**config.mk**
```make
export PLATFORM = sky130hd
export DESIGN_NAME = pipelined_cla_addsub
export DESIGN_NICKNAME = d
export VERILOG_FILES = /design/src/rtl/pipelined_cla_addsub.sv
export SDC_FILE = /design/constraint.sdc
export NUM_CORES = 1
export LEC_CHECK = 0
export CAP_MARGIN = 25
export CORE_MARGIN = 4
export CORE_UTILIZATION = 58
export DETAILED_ROUTE_END_ITERATION = 12
export PLACE_DENSITY = 0.84
export SLEW_MARGIN = 20
export SYNTH_ARGS = -nofsm -noshare
export SYNTH_HDL_FRONTEND = slang
export SYNTH_SLANG_ARGS = --single-unit
export TNS_END_PERCENT = 30
```
**constraint.sdc**
```tcl
create_clock -name clk -period 25.6 [get_ports clk]
set_input_delay 5.12 -clock clk [delete_from_list [all_inputs] [get_ports clk]]
set_output_delay 5.12 -clock clk [all_outputs]
set_load 0.01 [all_outputs]
```
**src/rtl/pipelined_cla_addsub.sv**
```systemverilog
// ---------------------------------------------------------------------------
// pipelined_cla_addsub
//   Pipelined carry-lookahead adder/subtractor for the ALU datapath.
//   WIDTH is split into STAGES equal segments, and each pipeline stage adds
//   one segment.
//   - Each segment is built from 4-bit CLA groups with group-level lookahead.
//   - The carry crosses from one stage to the next through a register.
//   - Upper operand bits travel forward in the stage registers, not yet
//     added (skewed).
//   - Completed low sum bits accumulate alongside them (deskewed).
//   Latency is STAGES cycles, throughput is one operation per cycle, and a
//   stalled output freezes the whole pipe.
//
// Optional feature macro: ADDSUB_SAT_EN
//   When defined, op[1]=1 clamps a signed overflow to the most positive or
//   most negative value. When undefined, op[1] is ignored and no clamp logic
//   exists.
//
// Ports
//   clk        rising-edge clock
//   rst_n      synchronous active-low reset
//   in_valid   operands/op valid
//   in_ready   block can accept this cycle (low only while output is stalled)
//   a, b       operands, WIDTH bits
//   op         [0]=0 add, [0]=1 subtract (a-b); [1]=saturate (with ADDSUB_SAT_EN)
//   out_valid  result valid
//   out_ready  consumer accepts result
//   result     sum/difference, WIDTH bits
//   cout       carry out of MSB (subtract: 1 = no borrow)
//   ovf        signed overflow (before saturation)
//   zero       final result == 0
// ---------------------------------------------------------------------------
module pipelined_cla_addsub #(
    parameter int WIDTH  = 32,
    parameter int STAGES = 4
) (
    input  logic             clk,
    input  logic             rst_n,
    input  logic             in_valid,
    output logic             in_ready,
    input  logic [WIDTH-1:0] a,
    input  logic [WIDTH-1:0] b,
    input  logic [1:0]       op,
    output logic             out_valid,
    input  logic             out_ready,
    output logic [WIDTH-1:0] result,
    output logic             cout,
    output logic             ovf,
    output logic             zero
);

    localparam int SEG    = WIDTH / STAGES;
    localparam int GROUPS = SEG / 4;
    localparam int LAST   = STAGES - 1;
    localparam int MSB    = WIDTH - 1;

    generate
        if ((STAGES < 1) || (WIDTH % (4 * STAGES) != 0)) begin : g_bad_params
            $error("pipelined_cla_addsub: WIDTH must be a multiple of 4*STAGES and STAGES >= 1");
        end
    endgenerate

    // One segment of CLA: 4-bit groups with internal lookahead. Each group
    // forms its own generate/propagate pair, so the group carry chain only
    // takes one step per 4 bits.
    function automatic logic [SEG:0] cla_seg(input logic [SEG-1:0] x,
                                             input logic [SEG-1:0] y,
                                             input logic           cin);
        logic [SEG-1:0]  s;
        logic [GROUPS:0] gc;
        logic [3:0]      g, p, c;
        logic            gg, gp;
        s     = '0;
        gc    = '0;
        gc[0] = cin;
        for (int j = 0; j < GROUPS; j++) begin
            g    = x[4*j +: 4] & y[4*j +: 4];
            p    = x[4*j +: 4] ^ y[4*j +: 4];
            c[0] = gc[j];
            c[1] = g[0] | (p[0] & gc[j]);
            c[2] = g[1] | (p[1] & g[0]) | (p[1] & p[0] & gc[j]);
            c[3] = g[2] | (p[2] & g[1]) | (p[2] & p[1] & g[0]) | (p[2] & p[1] & p[0] & gc[j]);
            gg   = g[3] | (p[3] & g[2]) | (p[3] & p[2] & g[1]) | (p[3] & p[2] & p[1] & g[0]);
            gp   = &p;
            gc[j+1]       = gg | (gp & gc[j]);
            s[4*j +: 4]   = p ^ c;
        end
        return {gc[GROUPS], s};
    endfunction

    logic stall;

    // Stage inputs (_st) and stage registers (_reg). Register k feeds stage k+1;
    // the last stage feeds the output registers directly.
    logic [WIDTH-1:0] a_st   [STAGES];
    logic [WIDTH-1:0] b_st   [STAGES];
    logic [WIDTH-1:0] s_st   [STAGES];
    logic             c_st   [STAGES];
    logic             v_st   [STAGES];
    logic [WIDTH-1:0] s_next [STAGES];
    logic             c_next [STAGES];

    logic [WIDTH-1:0] a_reg  [STAGES];
    logic [WIDTH-1:0] b_reg  [STAGES];
    logic [WIDTH-1:0] s_reg  [STAGES];
    logic             c_reg  [STAGES];
    logic             v_reg  [STAGES];

`ifdef ADDSUB_SAT_EN
    logic             sat_st  [STAGES];
    logic             sat_reg [STAGES];
`else
    logic             unused_sat;
    assign unused_sat = op[1];
`endif

    assign stall    = out_valid && !out_ready;
    assign in_ready = !stall;

    genvar gi;
    generate
        for (gi = 0; gi < STAGES; gi++) begin : g_stage
            logic [SEG:0]     seg_sum;
            logic [WIDTH-1:0] seg_ext;

            if (gi == 0) begin : g_head
                // Subtraction is a + ~b + 1.
                assign a_st[gi] = a;
                assign b_st[gi] = op[0] ? ~b : b;
                assign s_st[gi] = '0;
                assign c_st[gi] = op[0];
                assign v_st[gi] = in_valid;
`ifdef ADDSUB_SAT_EN
                assign sat_st[gi] = op[1];
`endif
            end else begin : g_body
                assign a_st[gi] = a_reg[gi-1];
                assign b_st[gi] = b_reg[gi-1];
                assign s_st[gi] = s_reg[gi-1];
                assign c_st[gi] = c_reg[gi-1];
                assign v_st[gi] = v_reg[gi-1];
`ifdef ADDSUB_SAT_EN
                assign sat_st[gi] = sat_reg[gi-1];
`endif
            end

            assign seg_sum     = cla_seg(a_st[gi][gi*SEG +: SEG], b_st[gi][gi*SEG +: SEG], c_st[gi]);
            assign seg_ext     = WIDTH'(seg_sum[SEG-1:0]);
            // Bits above the completed segments are still zero, so OR merges in this segment.
            assign s_next[gi]  = s_st[gi] | (seg_ext << (gi * SEG));
            assign c_next[gi]  = seg_sum[SEG];
        end
    endgenerate

    // Final-stage flags. Overflow uses the effective operand B' (inverted for subtract).
    logic [WIDTH-1:0] sum_pre;
    logic [WIDTH-1:0] res_next;
    logic             ovf_next;

    assign sum_pre  = s_next[LAST];
    assign ovf_next = (a_st[LAST][MSB] == b_st[LAST][MSB]) && (sum_pre[MSB] != a_st[LAST][MSB]);

`ifdef ADDSUB_SAT_EN
    logic [WIDTH-1:0] sat_val;
    // Overflow direction follows the sign of a: positive a can only overflow upward.
    assign sat_val  = a_st[LAST][MSB] ? {1'b1, {(WIDTH-1){1'b0}}} : {1'b0, {(WIDTH-1){1'b1}}};
    assign res_next = (sat_st[LAST] && ovf_next) ? sat_val : sum_pre;
`else
    assign res_next = sum_pre;
`endif

    always_ff @(posedge clk) begin
        if (!rst_n) begin
            for (int k = 0; k < STAGES; k++) begin
                v_reg[k] <= 1'b0;
            end
            out_valid <= 1'b0;
            result    <= '0;
            cout      <= 1'b0;
            ovf       <= 1'b0;
            zero      <= 1'b0;
        end else if (!stall) begin
            for (int k = 0; k < STAGES - 1; k++) begin
                a_reg[k] <= a_st[k];
                b_reg[k] <= b_st[k];
                s_reg[k] <= s_next[k];
                c_reg[k] <= c_next[k];
                v_reg[k] <= v_st[k];
`ifdef ADDSUB_SAT_EN
                sat_reg[k] <= sat_st[k];
`endif
            end
            out_valid <= v_st[LAST];
            result    <= res_next;
            cout      <= c_next[LAST];
            ovf       <= ovf_next;
            zero      <= (res_next == '0);
        end
    end

endmodule
```
==> impl_metrics.ini <==
[run_status]
outcome = completed

[route]
vias_per_cell = 5.186
first_pass_iters = 4
num_vias = 4144
drc_errors = 0
routed_wl_mm = 12.65
postRouteAntennaNets = 0
wl_per_cell_um = 15.83
drt_iter0_drc = 477

[placement]
hpwlAfterDp_mm = 8.654
place_ws_ns = 13.05
port_buffers = 105
dp_cells = 768
gp_congestion = 0.8031

[timing]
worst_pin_slew_ns = 0.9702
timing.final.crit_share_pct = 47.86
setup-tns-final_ns = 0
hold_violations = 0
fin_crit_ns = 12.25
drv_slew = 0
rsz0062_at_grt = false
setup_viol = 0
fmax_mhz = 81.61
slew_headroom_pct = 35.32
clock_skew_ns = 0.006969
fin_ws_ns = 13.35

[hold_path]
hold_path.class = reg2reg
min_path_cells = 0

[clock_network]
clock_latency_ns = 0.43
cts_buffers = 17
clk_path_buf_depth = 2
cts_resized = 0
cts_htree_levels = 4
cts_hold_buf = 0
clock_sinks = 186
cts_tree = yes
postCtsSetupBuffers = 0
cts_root_buf = clkbuf_16
clkTransAtPathRegs_ns = 0.07

[floorplan]
fp-row-count = 40
coreArea_mm2 = 0.01221
chipHeight_um = 120.6
pin_count = 107
die_width_um = 120.6
start_util_pct = 60.22
dieArea_mm2 = 0.01454

[global_route]
grt_max_degree = 83
grt_use_total_pct = 18.91
grt_pass1_wl_mm = 20.84
overflow = 0
antenna_found_initial = 0
grt_pass1_vias = 4353

[yosys]
synth_edf_count = 147
netlist_instances = 507
synth_nets = 616
synth_xor_area_share_pct = 6.194
synthMuxAreaShare_pct = 0.1361
synth_cell_types = 41
synth_fa_ha_area_share_pct = 7.351
ys_warn_count = 0
synth_compound_area_share_pct = 7.555
syn_area_mm2 = 0.007353
synth_top_family_by_area = compound AO/OA/AOI/OAI gates
yosys_most_used_dff = edfxtp_1
ys_seq_area_share_pct = 70.65
postSynth.asyncResetShare_pct = 0
avgSynthCellArea_um2 = 14.50
yosys.area_share.simple_pct = 6.143
ys_ff_latch = 186

[cells_and_area]
stdcell_count = 799
antenna_cells = 0
fin_util_pct = 75.44
final_nets = 729
syn_to_final_growth_pct = 25.29
drive_above_1_share_pct = 6.973
final_common_cell = edfxtp_1
most-common-layout-cells = edfxtp_1, clkdlybuf4s50_1, nand2_1, dfxtp_1

[power]
fin_total_pwr_mw = 0.7232
power.density_mw_per_mm2 = 78.50
p_leak_nw = 3.473
ir_worst_vdd_uv = 45.21

[worst_setup_path]
reg2regPathDepth = 10
path_class = in2out
worstSetupStartpointType = primary input
crit_arrival_ns = 7.13
cp_max_fo = 39
endpoint_kind = primary output
cp_data_required_time_ns = 20.48

[job]
max_cap_violations = 0
## cell families after synthesis
group / Yosys count
XOR/XNOR: 52
flip-flops: 186
multiplexers: 1
adder cells (fa/ha/maj): 39
AO/OA/AOI/OAI: 85
AND/OR/NAND/NOR: 107
buffers and inverters: 37
## worst paths after layout
check               startpoint      endpoint  slack [ns]
setup / recovery     out_ready      in_ready       13.35
hold reg to reg   b_reg[0][27]  b_reg[0][59]        0.41
hold / removal    b_reg[0][27]  b_reg[0][59]        0.41
setup reg to reg  a_reg[0][91]          zero       22.49
## Yosys cell counts, drive strengths merged (2+ instances only)
library cell  count  area share [%]
fa                7             1.9
nand2b            3            0.26
a21oi            40             2.9
dfxtp            39              11
a21o              9            0.92
inv              21             1.1
o211ai            3            0.31
edfxtp          147              60
o21bai            3            0.31
or2               2            0.17
xor2             37             4.4
a211oi            5            0.51
nand2            67             3.4
nor4              5            0.43
clkbuf           10            0.51
buf               5            0.34
a31oi             3            0.26
nor2             19            0.97
a2111oi           3            0.54
nand3             4            0.27
o41ai             3            0.36
and3              3            0.26
o21ai             9            0.61
ha               32             5.4
xnor2            15             1.8
## per-layer routing
metal | vias to the layer above | routed length (um) | GRT usage (%)
met5 | - | 0 | 0
met1 | 1940 | 5362 | 23.10
met2 | 126 | 6286 | 31.26
met3 | 26 | 702 | 5.426
li1 | 2052 | - | -
met4 | 0 | 300 | 8.782
## per-stage QoR
step / area (um2) / hold slack (ns)
global placement: 8579 / 0.4024
floorplan: 7353 / 0.4003
global route: 9213 / 0.4204
CTS: 9185 / 0.4113
finish: 9213 / 0.4137
detailed placement: 8579 / 0.4045
## critical path: stages
cell,delay (ns)
clkdlybuf4s50_1,0.41
nor2b_2,0.10
buf_4,0.36
clkinv_1,0.51
clkdlybuf4s50_1,0.63
## power by group
| part | internal (mW) | total, mW | switching (mW) | leakage [nW] |
|---|---|---|---|---|
| registers | 0.361 | 0.373 | 0.0121 | 1.76 |
| clock network | 0.162 | 0.267 | 0.105 | 0.278 |
| logic | 0.0425 | 0.0837 | 0.0413 | 1.43 |
## cell type report
type / instances / area [um2]
Inverter: 22 / 82.58
Timing Repair Buffer: 109 / 1096
Fill cell: 765 / 2999
Clock buffer: 18 / 429.2
Clock inverter: 12 / 176.4
Sequential cell: 186 / 5195
Multi-Input combinational cell: 284 / 2023
Tap cell: 168 / 210.2
No activity file was read; power rests on OpenSTA's default activity.
